File: src/rtl/regfile_wb_merge.sv
// rtl/regfile_wb_merge.sv - write-back merge of pipeline and long-latency returns onto two RF write ports
//
// Purpose:
//   Port 1 carries the in-order pipeline write-back straight through.
//   Long-latency returns (remote loads, divider, FPU-to-int) are queued in a
//   small circular FIFO and drained one per cycle onto port 2. The head is
//   held back whenever the pipeline writes the same register that cycle.
//
// Ports:
//   clk_i, reset_i                     clock, synchronous active-high reset
//   pipe_v_i/addr_i/data_i             pipeline write-back (never stalled)
//   ret_v_i/addr_i/data_i, ret_ready_o long-latency return handshake
//   w_v_o/w_addr_o/w_data_o            register file write port 1
//   w_v_2_o/w_addr_2_o/w_data_2_o      register file write port 2
//   ret_count_o, ret_empty_o           return buffer occupancy for issue/fence
module regfile_wb_merge #(
  parameter int width_p           = 32,
  parameter int els_p             = 32,
  parameter int fifo_els_p        = 4,
  parameter bit x0_tied_to_zero_p = 1'b1,
  localparam int addr_width_lp    = (els_p > 1) ? $clog2(els_p) : 1,
  localparam int count_width_lp   = $clog2(fifo_els_p + 1),
  localparam int ptr_width_lp     = (fifo_els_p > 1) ? $clog2(fifo_els_p) : 1
) (
  input  logic                      clk_i,
  input  logic                      reset_i,
  input  logic                      pipe_v_i,
  input  logic [addr_width_lp-1:0]  pipe_addr_i,
  input  logic [width_p-1:0]        pipe_data_i,
  input  logic                      ret_v_i,
  input  logic [addr_width_lp-1:0]  ret_addr_i,
  input  logic [width_p-1:0]        ret_data_i,
  output logic                      ret_ready_o,
  output logic                      w_v_o,
  output logic [addr_width_lp-1:0]  w_addr_o,
  output logic [width_p-1:0]        w_data_o,
  output logic                      w_v_2_o,
  output logic [addr_width_lp-1:0]  w_addr_2_o,
  output logic [width_p-1:0]        w_data_2_o,
  output logic [count_width_lp-1:0] ret_count_o,
  output logic                      ret_empty_o
);

  logic [addr_width_lp-1:0]  addr_mem [fifo_els_p];
  logic [width_p-1:0]        data_mem [fifo_els_p];
  logic [ptr_width_lp-1:0]   rd_ptr, wr_ptr;
  logic [count_width_lp-1:0] count;
  logic                      empty, conflict, drop, enq, deq;

  function automatic logic [ptr_width_lp-1:0] ptr_next(input logic [ptr_width_lp-1:0] p);
    return (p == ptr_width_lp'(fifo_els_p - 1)) ? '0 : p + ptr_width_lp'(1);
  endfunction

  // Port 1: straight pass-through; x0 filtering is left to the register file.
  assign w_v_o    = pipe_v_i & ~reset_i;
  assign w_addr_o = pipe_addr_i;
  assign w_data_o = pipe_data_i;

  // Ready comes only from registered state, so it never loops back through ret_v_i.
  assign empty       = (count == '0);
  assign ret_ready_o = ~reset_i & (count != count_width_lp'(fifo_els_p));

  // Returns to x0 are consumed by the handshake but never occupy a slot.
  assign drop = x0_tied_to_zero_p & (ret_addr_i == '0);
  assign enq  = ret_v_i & ret_ready_o & ~drop;

  // Head is always presented; valid is suppressed when the pipeline targets
  // the same register so the two ports never collide.
  assign w_addr_2_o = addr_mem[rd_ptr];
  assign w_data_2_o = data_mem[rd_ptr];
  assign conflict   = pipe_v_i & (pipe_addr_i == w_addr_2_o);
  assign w_v_2_o    = ~reset_i & ~empty & ~conflict;
  assign deq        = w_v_2_o;

  assign ret_count_o = count;
  assign ret_empty_o = empty;

  always_ff @(posedge clk_i) begin
    if (reset_i) begin
      rd_ptr <= '0;
      wr_ptr <= '0;
      count  <= '0;
    end else begin
      if (enq) wr_ptr <= ptr_next(wr_ptr);
      if (deq) rd_ptr <= ptr_next(rd_ptr);
      count <= count + count_width_lp'(enq) - count_width_lp'(deq);
    end
  end

  // Storage is not reset; stale entries are unreachable once the pointers clear.
  always_ff @(posedge clk_i) begin
    if (enq) begin
      addr_mem[wr_ptr] <= ret_addr_i;
      data_mem[wr_ptr] <= ret_data_i;
    end
  end

endmodule

File: config.mk
export PLATFORM = sky130hd
export DESIGN_NAME = regfile_wb_merge
export DESIGN_NICKNAME = d
export VERILOG_FILES = /design/src/rtl/regfile_wb_merge.sv
export SDC_FILE = /design/constraint.sdc
export NUM_CORES = 1
export LEC_CHECK = 0
export BUFFER_PORTS_ARGS = -buffer_cell sky130_fd_sc_hd__buf_2
export CORE_UTILIZATION = 42
export CTS_CLUSTER_DIAMETER = 200
export CTS_CLUSTER_SIZE = 40
export DETAILED_ROUTE_END_ITERATION = 16
export GPL_TIMING_DRIVEN = 1
export PLACE_DENSITY = 0.64
export SLEW_MARGIN = 20
export SYNTH_ARGS = -nofsm -noshare
export SYNTH_HDL_FRONTEND = slang
export SYNTH_SLANG_ARGS = --single-unit
File: constraint.sdc
create_clock -name clk_i -period 2.9 [get_ports clk_i]
set_input_delay 0.435 -clock clk_i [delete_from_list [all_inputs] [get_ports clk_i]]
set_output_delay 0.435 -clock clk_i [all_outputs]
set_load 0.01 [all_outputs]
==> flow_metrics.env <==
export IMPL_outcome="finished clean"
export IMPL_cp_end_kind="flop"
export IMPL_setup_violations=0
export IMPL_cts_tree="done"
export IMPL_grt_setup_unrepaired="true"
export IMPL_clk_latency_ns=0.42
export IMPL_path_max_fanout=6
export IMPL_tns_ns=0
export IMPL_die_w_um=123
export IMPL_grtUsageTotal_pct=15.2
export IMPL_ctsHoldBuffers=0
export IMPL_cts_buffers=17
export IMPL_p_leak_uw=0.00254
export IMPL_gp_congestion=0.712
export IMPL_fin_area_um2=7320
export IMPL_viasPerCell=5.02
export IMPL_fin_skew_ns=0.0104
export IMPL_rows=43
export IMPL_firstDrtPassIters=4
export IMPL_antenna_diode_count=0
export IMPL_fin_crit_sh_pct=98.9
export IMPL_drive_gt1_share_pct=50.3
export IMPL_required_ns=3.20
export IMPL_register_area_um2=4630
export IMPL_grt_pass1_vias=3020
export IMPL_start_util_pct=43.9
export IMPL_slew_violations=0
export IMPL_synth_seq_cells=157
export IMPL_via_count=2880
export IMPL_fillers=1148
export IMPL_h_tree_depth=4
export IMPL_grt_start_max_net_pins=21
export IMPL_worstSetupStartpointType="flop"
export IMPL_stdcell_count=574
export IMPL_nets=467
export IMPL_netlist_area_um2=6180
export IMPL_clock_tree_root_cell="clkbuf_16"
export IMPL_syn_area_per_cell_um2=21.0
export IMPL_core_um2=14100
export IMPL_drt_iter0_drc=134
export IMPL_die_height_um=123
export IMPL_cts_sinks=157
export IMPL_clockBufferDepth=2
export IMPL_path_class="flop to flop"
export IMPL_cts_clk_slew_worst_paths_ns=0.06
export IMPL_synthCells=294
export IMPL_die_area_um2=15200
export IMPL_yosysUniqueCellTypes=30
export IMPL_yosysSeqAreaShare_pct=74.8
export IMPL_dp_cells=541
export IMPL_finalHoldViolCount=0
export IMPL_postRouteAntennaNets=0
export IMPL_worstMarginPinSlew_ns=0.412
export IMPL_multi_input_area_um2=1240
export IMPL_yosysWarnings=0
export IMPL_antenna_found_initial=0
export IMPL_dpl_cell_area_um2=6710
export IMPL_period_needed_ns=2.87
export IMPL_io_pins=159
export IMPL_grt_pass1_wl_um=16100
export IMPL_syn_num_nets=380
export IMPL_power_density_nw_per_um2=878
export IMPL_io_buffers=94
export IMPL_relSlewSlack_pct=72.5
export IMPL_maxCapViolations=0
export IMPL_areaGrowthSynthToFinish_pct=18.4
export IMPL_postRouteWirelength_um=10600
export IMPL_ir_worst_vdd_mv=0.607
export IMPL_grt_ovfl_total=0
export IMPL_drcViolationCount=0
export IMPL_crit_arrival_ns=3.17
export IMPL_min_delay_path_class="primary input to flop"
export IMPL_fmax_ghz=0.349
export IMPL_post_drt_wl_per_cell_um=18.5
export IMPL_dp_hpwl_um=6940
[critical path: stages (launching register included)]
cell	delay [ns]
dfxtp_4	0.40
mux4_2	0.55
xnor2_2	0.15
nand4_1	0.18
nor3b_2	0.24
nor3_2	0.07
ha_1	0.27
inv_1	0.04
ha_2	0.17
fa_2	0.35
xnor2_2	0.14
xnor2_1	0.15
nor2_1	0.06
[synthesized netlist by cell type (all sizes together)]
library cell / n / area share [%]
nand3b: 4 / 0.49
mux4: 37 / 13
buf: 43 / 5.1
and3: 1 / 0.10
or3: 1 / 0.10
dfxtp: 9 / 2.9
o21ai: 1 / 0.14
nor2b: 3 / 0.30
o41ai: 1 / 0.14
xnor2: 6 / 0.85
nor3: 3 / 0.24
nor3b: 1 / 0.20
fa: 1 / 0.32
nand4: 1 / 0.10
or4: 1 / 0.12
xor2: 1 / 0.14
edfxtp: 148 / 72
clkbuf: 4 / 0.24
nor2: 3 / 0.18
ha: 7 / 1.4
inv: 7 / 0.42
o31a: 2 / 0.28
nand2: 2 / 0.12
and2: 4 / 0.40
a21oi: 1 / 0.081
o31ai: 2 / 0.24
[what timing repair did]
item / CTS / global route
resized for setup: 4 / 3
buffers inserted: 1 / 0
endpoints found under the hold margin: 0 / 0
pin swaps: 5 / 5
endpoints found under the setup margin: 2 / 2
[layer usage]
layer | global-route usage (%) | vias to the layer above | part of all wire [%]
met1 | 17.7 | 1432 | 40
met4 | 7.83 | 0 | 2.2
met5 | 0 | - | 0
met2 | 24.2 | 91 | 50
li1 | - | 1320 | -
met3 | 6.18 | 37 | 8.2
[through the flow]
stage,power (uW),hold slack (ns),setup WS (ns),util [%]
floorplan,3830,0.507,-0.163,-
global placement,4400,0.529,-0.112,47.6
detailed placement,4400,0.560,-0.198,47.6
CTS,6510,0.209,-0.0744,51.8
global route,6740,0.212,-0.171,51.9
finish,6420,0.227,0.0330,51.9
[report_power, final]
group	switching, uW	total (uW)	leakage, uW	internal [uW]
sequential	86.9	2750	0.00142	2660
clock	874	2060	0.000265	1190
combinational	797	1610	0.000862	808
[state kept, by name (all words and copies together) (netlist names), named ones only]
signal	cells
ret_count_o	3
wr_ptr	2
addr_mem	20
rd_ptr	2
data_mem	128
[area by class of cell]
class,count,area share (%)
flip-flops and latches,157,63.3
multi-input cells,83,17.0
repair buffers,115,8.58
clock buffers,17,5.81
well taps,180,3.08
clock inverters,15,1.93
inverters,7,0.359
[placed cells by master (no fill, tap or decap), types with 2 or more instances in the layout]
cell / n
clkbuf_16: 17
inv_1: 6
dfxtp_1: 7
inv_6: 2
nand3b_1: 4
o31a_1: 2
buf_2: 94
xnor2_2: 3
clkinv_4: 5
ha_1: 6
clkinvlp_4: 4
o31ai_1: 2
nor2_1: 3
mux4_2: 37
nor2b_1: 3
nor3_1: 2
xnor2_1: 3
and2_2: 4
edfxtp_1: 148
nand2_1: 2
buf_4: 21
[cells by family after synthesis]
kind of cell    synth area share (%)
flops                           74.8
compound gates                 0.890
fa+ha+maj                       1.74
simple gates                    2.37
mux                             13.5
xor+xnor                       0.992
buf+inv                         5.73
[worst paths after layout]
| check | from | endpoint | slack, ns | cells after the start |
|---|---|---|---|---|
| worst min-delay path | ret_data_i[7] | data_mem[2][7] | 0.23 | 1 |
| worst max register to register | flop | ret_count_o[2] | 0.03 | 12 |
| worst max-delay path | flop | ret_count_o[2] | 0.03 | 12 |
| worst min register to register | wr_ptr[1] | wr_ptr[1] | 0.57 | 2 |
(Power assumes the default switching activity.)
